--- config.mk ---
export PLATFORM = sky130hd
export DESIGN_NAME = y_argmax_unloader
export DESIGN_NICKNAME = d
export VERILOG_FILES = /design/src/rtl/y_argmax_unloader.sv
export SDC_FILE = /design/constraint.sdc
export NUM_CORES = 1
export LEC_CHECK = 0
export CAP_MARGIN = 40
export CORE_MARGIN = 2
export CORE_UTILIZATION = 28
export DETAILED_ROUTE_END_ITERATION = 8
export SETUP_SLACK_MARGIN = 0.02
export SLEW_MARGIN = 20
export SYNTH_ARGS = -nofsm -noshare
export SYNTH_HDL_FRONTEND = slang
export SYNTH_SLANG_ARGS = --single-unit
--- constraint.sdc ---
create_clock -name clk -period 15.21 [get_ports clk]
set_input_delay 2.2815 -clock clk [delete_from_list [all_inputs] [get_ports clk]]
set_output_delay 2.2815 -clock clk [all_outputs]
set_load 0.03 [all_outputs]
--- src/rtl/y_argmax_unloader.sv ---
// Captures a final N-word output frame, finds the signed argmax with one
// compare per cycle, then streams the words over valid/ready.
module y_argmax_unloader #(
  parameter int N        = 8,
  parameter int n        = 32,
  parameter int intbits  = 12,
  parameter int fracbits = 20,
  parameter int IW       = (N > 1) ? $clog2(N) : 1
) (
  input  logic            clk,
  input  logic            reset,
  input  logic [N*n-1:0]  Y,
  input  logic            y_valid,
  output logic [n-1:0]    out_data,
  output logic            out_valid,
  input  logic            out_ready,
  output logic            out_last,
  output logic [IW-1:0]   class_idx,
  output logic            class_valid,
  output logic [7:0]      drop_cnt
);

  if (intbits + fracbits != n) begin : g_fmt_chk
    $error("intbits + fracbits must equal n");
  end

  typedef enum logic [1:0] {IDLE, SCAN, SEND} state_t;

  localparam logic [IW-1:0] LAST = IW'(N - 1);

  state_t        state;
  logic [n-1:0]  buf_q [N];
  logic [n-1:0]  best_val;
  logic [IW-1:0] best_idx;
  logic [IW-1:0] scan_idx;
  logic [IW-1:0] send_idx;

  logic          hs;
  logic          fin;
  logic          accept;
  logic          drop;
  logic          better;
  logic [n-1:0]  scan_word;

  // Handshake, frame acceptance and the running compare.
  always_comb begin
    hs        = (state == SEND) & out_ready;
    fin       = hs & out_last;
    accept    = y_valid & ((state == IDLE) | fin);
    drop      = y_valid & ~accept;
    scan_word = buf_q[scan_idx];
    better    = $signed(scan_word) > $signed(best_val);
  end

  // Frame buffer: contents are don't-care across reset.
  always_ff @(posedge clk) begin
    if (accept) begin
      for (int i = 0; i < N; i++) begin
        buf_q[i] <= Y[i*n +: n];
      end
    end
  end

  // Control FSM with registered stream and class outputs.
  always_ff @(posedge clk or negedge reset) begin
    if (!reset) begin
      state       <= IDLE;
      best_val    <= '0;
      best_idx    <= '0;
      scan_idx    <= '0;
      send_idx    <= '0;
      out_data    <= '0;
      out_valid   <= 1'b0;
      out_last    <= 1'b0;
      class_idx   <= '0;
      class_valid <= 1'b0;
      drop_cnt    <= '0;
    end else begin
      class_valid <= 1'b0;
      if (drop && drop_cnt != 8'hFF) begin
        drop_cnt <= drop_cnt + 8'd1;
      end
      unique case (state)
        IDLE: begin
        end
        SCAN: begin
          if (better) begin
            best_val <= scan_word;
            best_idx <= scan_idx;
          end
          scan_idx <= scan_idx + 1'b1;
          if (scan_idx == LAST) begin
            state       <= SEND;
            class_idx   <= better ? scan_idx : best_idx;
            class_valid <= 1'b1;
            out_valid   <= 1'b1;
            out_data    <= buf_q[0];
            out_last    <= (N == 1);
            send_idx    <= '0;
          end
        end
        SEND: begin
          if (hs) begin
            if (out_last) begin
              state     <= IDLE;
              out_valid <= 1'b0;
              out_last  <= 1'b0;
            end else begin
              send_idx <= send_idx + 1'b1;
              out_data <= buf_q[send_idx + 1'b1];
              out_last <= ((send_idx + 1'b1) == LAST);
            end
          end
        end
        default: state <= IDLE;
      endcase
      // A new frame (from IDLE or on the final handshake) wins.
      if (accept) begin
        best_val <= Y[n-1:0];
        best_idx <= '0;
        scan_idx <= IW'(1);
        if (N == 1) begin
          state       <= SEND;
          class_idx   <= '0;
          class_valid <= 1'b1;
          out_valid   <= 1'b1;
          out_data    <= Y[n-1:0];
          out_last    <= 1'b1;
          send_idx    <= '0;
        end else begin
          state <= SCAN;
        end
      end
    end
  end

endmodule

Word-level counts from Yosys, hierarchy flattened
Memory sizes are Yosys's and may differ from the RTL's.
Cells that the tools add are included.
W data, S select, Z words.

word-level totals
  output and inout bits = 46
  memories = 1
  flip-flop bits (word level) = 89
  bits of input ports = 260
  RAM bits = 256

cells by class
  bitwise gates (word level) = 6
  equal/unequal tests = 13
  add/subtract/negate cells = 3
  order comparisons = 1
  reductions and logical operators = 11
  mux-type cells = 33

memories
  name   words  bits a word  read ports  clocked after memory_dff  wr ports  line  text
  buf_q  8      32           3           0                         8         32    logic [n-1:0] buf_q [N];

operators by type and width
  cell                   count
  $mux W32               6
  $pmux W32 S2           1
  $gt A32 B32 Y1         1
  $mux W3                8
  $reduce_and A4 Y1      3
  $mux W1                10
  $ne A2 B2 Y1 const B   5
  $ne A3 B3 Y1 const B   3
  $add A8 B1 Y8 const B  1
  $mux W2                4
  $ne A8 B8 Y1 const B   1
  $add A3 B1 Y3 const B  2
  $eq A3 B3 Y1 const B   2
  $pmux W2 S3            1
  $pmux W3 S2            1
  $reduce_bool A2 Y1     3
  $and A1 B1 Y1          4
  $pmux W1 S2            2
  $reduce_and A2 Y1      2
  $reduce_and A3 Y1      1
  $eq A2 B1 Y1 const B   1
  $eq A2 B2 Y1 const B   1
  $logic_not A2 Y1       1
  $logic_and A1 B1 Y1    1
  2 further kinds        2

Depth between registers and ports, before layout
Gate-level depths: netlist (run 1).

  depth in word-level cells = 8
  depth in mapped cells = 15
  gate-level depth less buffers = 10

Least setup slack after synthesis (run 1)
No wires, ideal clock.

  path kind = input to register
  from = in out_ready
  to = mem buf_q[0][0] (enable)
  cell stages on the path = 5
  library setup time = 720 ps
  path buffers = 1
  setup slack = 4482 ps
  data required time = 14490 ps
  data arrival time = 10008 ps
  cells stage by stage = nand2_1 > a21oi_1 > nand2_1 > clkinv_1 > clkbuf_1

RTL lines
  what             line  text
  start, declared  16    input logic out_ready,
  end, declared    32

Worst setup path after layout (run 1)
  from = reg scan_idx[1]
  to = reg best_idx[2]

between the ends
  cells in the longest elaborated chain, start to end = 5

ends and longest elaborated chain
  what                    line  text
  start, declared         35    logic [IW-1:0] scan_idx;
  start signal, assigned  91    scan_idx <= scan_idx + 1'b1;
  $mem_v2 Z8 W32          --
  $gt A32 B32 Y1          52    better = $signed(scan_word) > $signed(best_val);
  $mux W3 (3 in a row)    --
  end signal, assigned    89    best_idx <= scan_idx;
  end, declared           34    logic [IW-1:0] best_idx;

No other way between the ends. The select of a mux whose other input is x is not followed.
A chain may end at the register's enable or synchronous reset.

==> metrics.md, run 1 <==
| Metric | Value |
|---|---|
| Synth async-reset ratio | `25.80%` |
| Setup TNS | `0 ns` |
| CTS tree | `built` |
| DR vias/cell | `4.882` |
| Placed cell area | `20,420 um2` |
| Port Buffers | `305` |
| Layout cells sized above 1 | `19.07%` |
| Routability cong. | `0.7629` |
| Met3 wire len | `2759 um` |
| Synth warnings | `0` |
| Slew @ Worst Pin | `0.8154 ns` |
| Number of global-route vias before repair | `11,240` |
| Post-synth top area share | `46.61%` |
| Power per cell area | `211.8 nW/um2` |
| Post-route setup slack | `10.23 ns` |
| Starting density of the core | `28.48%` |
| Die area | `60,860 um2` |
| First-pass GRT wire length | `69,010 um` |
| Largest net degree at the start of global routing | `114` |
| Leakage | `7.617 nW` |
| Clock root buffer master | `clkbuf_16` |
| Kind of critical path | `flip-flop to flip-flop` |
| Final hold viol count | `0` |
| Nets | `1,668` |
| Syn nets | `1,371` |
| H-Tree Depth | `2` |
| Max_cap viols | `0` |
| Post-CTS sizing | `0` |
| Post-CTS Repair Setup Buffers | `0` |
| ANT nets after route | `0` |
| Synth unique cells | `42` |
| Die Span Y | `246.7 um` |
| Ports | `306` |
| RSZ-0062 raised after global routing | `false` |
| Place WS | `9.485 ns` |
| Max IR drop VDD | `0.1033 mV` |
| Endpoints failing setup | `0` |
| Residual DRC | `0` |
| First drt pass iteration count | `5` |
| WP data arrival | `5.43 ns` |
| Synth top area cells | `edfxtp_1 47%, mux4_2 17%, dfrtp_1 14%` |
| Most frequent cell after synthesis | `edfxtp_1` |
| Biggest area consumer among synthesized cells | `edfxtp_1` |
| Via Count | `10,600` |
| GRT Util Overall | `15.25%` |
| Post-synthesis sequential area ratio | `60.12%` |
| Worst setup EP type | `flip-flop` |
| Min cycle time layout | `4.979 ns` |
| WL met1 | `19,850 um` |
| Final Max Slew Viols | `0` |
| Synth Instances | `1,074` |
| Num rows | `88` |
| Chip Width | `246.7 um` |
| Fillers | `5,467` |
| Synthesis-stage register bit count | `345` |
| Top Metal Used | `met5` |
| Syn Std Cell Area | `16,490 um2` |
| Post-DP HPWL | `31,460 um` |
| CTS buffer count | `42` |
| Clock Skew | `0.01304 ns` |
| Crit share post-route | `32.74%` |
| Hold crit path type | `flip-flop to flip-flop` |
| First DRT Iteration DRCs | `643` |
| Worst skew pair latency | `0.56 ns` |
| Top FF cell, synth | `edfxtp_1` |
| Slew margin rel. | `45.64%` |
| Avg Inst Size Synth | `15.36 um2` |
| Core footprint | `57,920 um2` |
| Post-CTS Hold Buffers | `0` |
| Area delta synth->final | `32.53%` |
| Crit path max fanout | `37` |
| Clk slew on worst S/H paths | `0.06 ns` |
| Fmax | `0.2008 GHz` |
| EDFF count, synth | `256` |
| CTS sink count | `345` |
| Status | `finished, final reports clean` |
| Final instance area | `21,860 um2` |
| Final wirelength | `46,580 um` |
| Avg WL per Cell | `21.45 um` |
| Worst-case clock buffer depth | `3` |
| Grt total ovfl | `0` |
| Initial antenna violation count | `1` |
| Critical Path Source Type | `flip-flop` |
| Synth cell count leaders | `256 x edfxtp_1, 128 x mux4_2, 121 x nand2_1` |
| Req. time, crit path | `15.66 ns` |
| Met2 wire len | `23,080 um` |
| Hold Slack | `0.4847 ns` |
| Pwr Total | `4.630 mW` |
[flip-flops by register name, summed over array words and instances, names as in the netlist]
register / flops
buf_q: 256
best_val: 32
out_data: 32
drop_cnt: 8
best_idx: 3
class_idx: 3
scan_idx: 3
send_idx: 3
state: 2
class_valid: 1
out_last: 1
out_valid: 1
[through the flow]
stage,instances,util (%)
floorplan,1074,-
global placement,2083,35.02
detailed placement,2089,35.26
CTS,2167,37.59
global route,2170,37.73
finish,2172,37.74
[layer usage]
layer	GRT usage (%)	vias to the layer above
met1	20.03	5428
met2	25.91	301
met5	0	-
li1	-	4817
met3	2.735	55
met4	4.146	2
[worst max-delay path, cell delays in order (launching register included)]
cell,delay [ns]
dfrtp_4,0.69
buf_12,0.26
buf_4,0.57
mux4_2,0.60
mux2_2,0.31
ha_1,0.28
nand4_1,0.12
nor4_2,0.51
a31o_2,0.26
o31a_4,0.16
a211o_2,0.64
a21oi_2,0.15
a22o_1,0.22
[layout by cell type (no fill, tap or decap), drive strengths merged, types with 2 or more instances in the layout]
| cell | instances |
|---|---|
| nand4 | 8 |
| mux2i | 33 |
| dfrtp | 89 |
| a31oi | 4 |
| a21oi | 49 |
| clkbuf | 63 |
| nor2b | 5 |
| ha | 37 |
| a22o | 4 |
| nand2 | 121 |
| and2 | 2 |
| clkinv | 13 |
| mux4 | 128 |
| diode | 2 |
| nor3 | 5 |
| xnor2 | 4 |
| clkdlybuf4s50 | 304 |
| xor2 | 4 |
| a31o | 2 |
| o21ai | 112 |
| o31ai | 31 |
| a21o | 6 |
| inv | 37 |
| mux2 | 32 |
| edfxtp | 256 |
| nand2b | 2 |
| nand3 | 10 |
| buf | 23 |
| nor2 | 10 |
[final timing paths]
path	slack (ns)	endpoint	depth (start not counted)	start
setup / recovery	10.23	best_idx[2]	12	scan_idx[1]
hold / removal	0.48	out_data[13]	2	out_data[13]
setup reg to reg	10.23	best_idx[2]	12	scan_idx[1]
hold reg to reg	0.48	out_data[13]	2	out_data[13]
max in group asynchronous	12.56	send_idx[0]	3	reset
min in group asynchronous	1.71	out_data[30]	1	reset
[area by class of cell]
cell class              instances  area [um2]  share of cell area [%]
flip-flops and latches        345        9927                   45.42
multi-input cells             619        6106                   27.94
repair buffers                327        3368                   15.41
clock buffers                  63        1274                   5.827
well taps                     765       957.2                   4.379
inverters                      36       142.6                  0.6526
clock inverters                15       77.57                  0.3549
diodes                          2       5.005                 0.02290
[cell families (layout without fill, tap and decap cells)]
logic type                 Yosys count  count (layout)  synth area share [%]
xor gates and xnor gates             8               8                0.4248
adders and majority gates           37              37                 2.807
buffers and inverters              110             441                 3.164
other                                0               2                     0
DFF                                345             345                 60.12
muxes                              193             193                 21.67
AOI/OAI and AO/OA                  216             216                 7.625
and+or+nand+nor                    165             165                 4.195
[power breakdown]
part / switching (mW) / leakage (nW) / internal (mW)
combinational: 1.18 / 3.49 / 0.989
sequential: 0.185 / 3.46 / 1.30
clock: 0.398 / 0.672 / 0.579
No activity file was read; power rests on OpenSTA's default activity.
==> inputs of run 2 (changes only) <==
==> constraint.sdc (replaced) <==
create_clock -name clk -period 4.3 [get_ports clk]
set_input_delay 0.645 -clock clk [delete_from_list [all_inputs] [get_ports clk]]
set_output_delay 0.645 -clock clk [all_outputs]
set_load 0.03 [all_outputs]
==> run 2 against run 1 <==
  * Fmax up 24%
  * Critical path depth down 1
  * Wire length up 1.5%
  * Clock power rose to 3.7 times the previous value
  * Final cell count up 0.60%
  * Via count about the same
  * Total power rose to 3.6 times the previous value
  * Critical endpoint is now best_idx[1]
  * Largest cell class unchanged
  * Largest power group unchanged
==> metrics.md, run 2 (synthesis results as in run 1) <==
| Metric | Value |
|---|---|
| Core footprint | `57,920 um2` |
| Sequential share of power | `31.0%` |
| Hold Crit Depth | `2` |
| Worst setup EP type | `flip-flop` |
| Final instance area | `22,050 um2` |
| Req. time, crit path | `4.75 ns` |
| Worst-case clock buffer depth | `3` |
| H-Tree Depth | `2` |
| Hold EP | `out_data[0]` |
| Final Max Slew Viols | `0` |
| Largest net degree at the start of global routing | `74` |
| Fillers | `5,485` |
| P_sw | `6.258 mW` |
| Slew @ Worst Pin | `0.7925 ns` |
| Num rows | `88` |
| Endpoints failing setup | `0` |
| R2R Setup Slk | `0.28 ns` |
| Slew margin rel. | `47.17%` |
| Post-DP HPWL | `32,450 um` |
| Hold wc startpoint | `out_data[0]` |
| Chip Width | `246.7 um` |
| CTS sink count | `345` |
| Avg WL per Cell | `21.64 um` |
| Layout cells sized above 1 | `19.73%` |
| Most common cell after layout, fill and taps aside | `clkdlybuf4s50_1` |
| Critical Path Source Type | `flip-flop` |
| Starting density of the core | `28.48%` |
| Regs by FF count | `buf_q (256), best_val (32), out_data (32)` |
| Reg-to-Reg End | `best_idx[1]` |
| Place WS | `0.1525 ns` |
| Area delta synth->final | `33.72%` |
| CTS tree | `built` |
| Final hold viol count | `0` |
| Hold crit path type | `flip-flop to flip-flop` |
| Max IR drop VDD | `0.7255 mV` |
| RSZ-0062 raised after global routing | `false` |
| Comb power frac | `47.3%` |
| Power per cell area | `753.9 nW/um2` |
| Residual DRC | `0` |
| Cells on worst reg2reg path | `11` |
| First drt pass iteration count | `5` |
| ANT nets after route | `0` |
| Switching Fraction | `37.64%` |
| First-pass GRT wire length | `69,460 um` |
| Max_cap viols | `0` |
| Leakage | `7.705 nW` |
| Crit path max fanout | `34` |
| Clk pwr share | `21.7%` |
| Grt met3 use | `2.952%` |
| M2 GR Usage | `25.68%` |
| Via Count | `10,610` |
| Register Area | `9927 um2` |
| Die Span Y | `246.7 um` |
| Ports | `306` |
| Grt total ovfl | `0` |
| Kind of critical path | `flip-flop to flip-flop` |
| Nets | `1,684` |
| Final wirelength | `47,280 um` |
| RR Startpoint | `scan_idx[1]` |
| Post-route setup slack | `0.2812 ns` |
| Commonest non-fill, non-tap cells in the layout | `304 x clkdlybuf4s50_1, 256 x edfxtp_1, 128 x mux4_2, 120 x nand2_1, 85 x dfrtp_1` |
| Number of global-route vias before repair | `11,110` |
| Initial antenna violation count | `2` |
| GRT Util Overall | `15.42%` |
| Placed cell area | `20,600 um2` |
| Clock Skew | `0.02396 ns` |
| Cell Int Power | `10.37 mW` |
| First DRT Iteration DRCs | `747` |
| Largest Register | `buf_q` |
| Fmax | `0.2488 GHz` |
| Die area | `60,860 um2` |
| Worst skew pair latency | `0.56 ns` |
| Multi-input gate area | `6120 um2` |
| Clock root buffer master | `clkbuf_16` |
| Max reg flops | `256` |
| Routability cong. | `0.7540` |
| CTS buffer count | `41` |
| Grt met1 use | `20.52%` |
| WP data arrival | `4.47 ns` |
| Min cycle time layout | `4.019 ns` |
| Crit share post-route | `93.46%` |
| Hold Slack | `0.4842 ns` |
| Status | `finished, final reports clean` |
| Port Buffers | `305` |
| Clk slew on worst S/H paths | `0.06 ns` |
| DR vias/cell | `4.857` |
| Most used routing layer | `met2` |
| Setup TNS | `0 ns` |
-- run 2: critical path, cell delays in order (launching register included) --
cell	delay, ns
dfrtp_4	0.58
buf_4	0.40
mux4_2	0.55
mux2_2	0.33
ha_1	0.32
nand4_1	0.11
nor3_1	0.07
a31o_2	0.27
nand2b_1	0.13
and3_2	0.73
a21oi_2	0.17
a22o_1	0.22
-- run 2: worst max path at each step --
stage	slack, ns	start	cells past startpoint	end
finish	0.28	scan_idx[1]	11	best_idx[1]
global route	0.09	scan_idx[1]	11	best_idx[1]
CTS	0.13	scan_idx[0]	12	best_idx[1]
detailed placement	0.15	scan_idx[0]	12	best_idx[1]
global placement	0.23	scan_idx[0]	12	best_val[0]
floorplan	0.66	out_ready	5	buf_q[0][0]
-- run 2: power by group through the flow --
stage	logic (mW)	clock network, mW	registers (mW)
after CTS	7.94	3.73	5.17
after floorplan	5.29	0	5.35
after detailed placement	7.91	0	5.22
final	7.86	3.62	5.15
after global placement	7.77	0	5.18
after global routing	8.57	3.85	5.26
-- run 2: metal layers --
metal,wire (um),share of wire (%)
met5,12,0.025
met4,1008,2.1
met2,23020,49
met3,2987,6.3
met1,20250,43
-- run 2: through the flow --
stage	std cells	util [%]	power [mW]
after detailed placement	2106	35.56	13.13
final	2185	38.08	16.63
after floorplan	1074	-	10.63
after global routing	2185	38.08	17.68
after global placement	2105	35.53	12.95
after CTS	2182	37.99	16.84
-- run 2: what timing repair did --
item,4_1_cts,5_1_grt
endpoints found under the setup margin,0,7
setup buffers,0,0
hold endpoints to repair,4,0
gates resized for setup,0,2
hold buffers,1,0
-- run 2: area by class of cell --
class | instances | area share (%)
Multi-Input combinational cell | 619 | 27.75
Sequential cell | 345 | 45.01
Tap cell | 765 | 4.340
Inverter | 36 | 0.6468
Antenna cell | 1 | 0.01135
Clock inverter | 23 | 1.333
Clock buffer | 52 | 4.981
Timing Repair Buffer | 344 | 15.93
==> inputs of run 3 (changes only) <==
--- a/config.mk
+++ b/config.mk
@@ -6,9 +6,9 @@
 export NUM_CORES = 1
 export LEC_CHECK = 0
 export CAP_MARGIN = 40
-export CORE_MARGIN = 2
 export CORE_UTILIZATION = 28
 export DETAILED_ROUTE_END_ITERATION = 8
+export REMOVE_ABC_BUFFERS = 1
 export SETUP_SLACK_MARGIN = 0.02
 export SLEW_MARGIN = 20
 export SYNTH_ARGS = -nofsm -noshare
==> run 3 against run 2 <==
  * First-iteration DRC count fell by 2.7%
  * Combinational power shrank 1%
  * Core utilization barely moved
  * Flip-flop and latch count did not move
  * Global-route usage rose by 0.44 points
  * Largest power group unchanged
==> metrics.md, run 3 (synthesis results as in run 1) <==
| Metric | Value |
|---|---|
| Final hold viol count | `0` |
| Layout cells sized above 1 | `19.33%` |
| ANT nets after route | `0` |
| RSZ-0062 raised after global routing | `false` |
| Leakage | `7.696 nW` |
| Starting density of the core | `28.48%` |
| Residual DRC | `0` |
| Area delta synth->final | `33.62%` |
| Place WS | `0.2439 ns` |
| Power per cell area | `756.6 nW/um2` |
| Register Area | `9927 um2` |
| Hold crit path type | `flip-flop to flip-flop` |
| Final Max Slew Viols | `0` |
| Port Buffers | `305` |
| Clk slew on worst S/H paths | `0.06 ns` |
| Multi-input gate area | `6113 um2` |
| Chip Width | `244.7 um` |
| CTS tree | `built` |
| Die Span Y | `244.7 um` |
| Final Util | `38.05%` |
| Post-DP HPWL | `33,670 um` |
| Number of global-route vias before repair | `11,370` |
| Worst-case clock buffer depth | `3` |
| Slew @ Worst Pin | `0.7271 ns` |
| Post-route setup slack | `0.3478 ns` |
| Hold Slack | `0.4768 ns` |
| Max reg flops | `256` |
| CTS sink count | `345` |
| Slew margin rel. | `51.42%` |
| Final std cells w/o fill | `2,175` |
| First drt pass iteration count | `5` |
| Regs by FF count | `buf_q (256), best_val (32), out_data (32)` |
| GRT Util Overall | `15.85%` |
| Critical Path Source Type | `flip-flop` |
| Crit path max fanout | `34` |
| Cells after DPL | `2,097` |
| Endpoints failing setup | `0` |
| Ports | `306` |
| CTS buffer count | `41` |
| Pwr Total | `16.67 mW` |
| Status | `finished, final reports clean` |
| Fillers | `5,482` |
| Grt total ovfl | `0` |
| Fmax | `0.2530 GHz` |
| Nets | `1,673` |
| DR vias/cell | `4.911` |
| Worst setup EP type | `flip-flop` |
| Clock Skew | `0.02903 ns` |
| Most common cell after layout, fill and taps aside | `clkdlybuf4s50_1` |
| First-pass GRT wire length | `70,390 um` |
| Crit share post-route | `91.91%` |
| Kind of critical path | `flip-flop to flip-flop` |
| Largest net degree at the start of global routing | `82` |
| Via Count | `10,680` |
| Min cycle time layout | `3.952 ns` |
| Routability cong. | `0.8715` |
| Req. time, crit path | `4.79 ns` |
| Clock root buffer master | `clkbuf_16` |
| Worst skew pair latency | `0.57 ns` |
| Max IR drop VDD | `0.5681 mV` |
| Avg WL per Cell | `21.75 um` |
| Final wirelength | `47,310 um` |
| First DRT Iteration DRCs | `727` |
| Max_cap viols | `0` |
| Die area | `59,880 um2` |
| Core footprint | `57,920 um2` |
| Num rows | `88` |
| WP data arrival | `4.45 ns` |
| Commonest non-fill, non-tap cells in the layout | `304 x clkdlybuf4s50_1, 256 x edfxtp_1, 128 x mux4_2, 120 x nand2_1, 85 x dfrtp_1` |
| H-Tree Depth | `2` |
| Initial antenna violation count | `4` |
| Largest Register | `buf_q` |
| Post-CTS Repair Setup Buffers | `0` |
-- run 3: through the flow --
step | setup TNS [ns] | instance area [um2]
global route | 0 | 22040
finish | 0 | 22040
floorplan | -1423.43 | 16110
detailed placement | 0 | 20580
global placement | 0 | 20540
CTS | 0 | 22020
-- run 3: worst paths after layout --
path | slack, ns | cells after the start | startpoint | to
min reg2reg | 0.48 | 2 | out_data[7] | out_data[7]
min | 0.48 | 2 | out_data[7] | out_data[7]
min in group asynchronous | 0.58 | 2 | reset | out_data[3]
max | 0.35 | 11 | scan_idx[0] | best_val[0]
max in group asynchronous | 3.00 | 3 | reset | scan_idx[1]
max reg2reg | 0.35 | 11 | scan_idx[0] | best_val[0]
-- run 3: report_power, final --
part / internal, mW / total, mW / switching (mW)
Sequential: 4.60 / 5.22 / 0.620
Clock: 2.28 / 3.67 / 1.40
Combinational: 3.58 / 7.78 / 4.20
Total: 10.5 / 16.7 / 6.21
-- run 3: timing repair --
item	in CTS	in global routing
hold buffers	1	0
hold endpoints to repair	16	0
resized for setup	0	1
endpoints found under the setup margin	0	1
-- run 3: critical path, cell delays in order, from the launching register on --
cell and delay [ns]:
dfrtp_4 0.82, buf_12 0.24, mux4_2 0.31, mux2_2 0.30, ha_1 0.32, nand4_1 0.18, nor4_2 0.43, a31o_2 0.24
nand2b_1 0.11, and3_2 0.47, a31o_2 0.35, o21ai_1 0.10
-- run 3: final cells by class --
cell class | instances | share of cell area, %
clock inverters | 17 | 1.130
flip-flops and latches | 345 | 45.05
well taps | 765 | 4.343
multi-input cells | 619 | 27.74
diodes | 3 | 0.03407
repair buffers | 333 | 15.71
clock buffers | 57 | 5.348
inverters | 36 | 0.6472
-- run 3: per-layer routing --
layer | global-route usage (%) | part of all wire (%) | wire, um | up-vias
met5 | 0 | 0.027 | 13 | -
met2 | 26.69 | 49 | 23310 | 380
met4 | 5.276 | 2.7 | 1291 | 2
met1 | 20.24 | 42 | 19800 | 5390
li1 | - | - | - | 4828
met3 | 3.324 | 6.1 | 2884 | 81
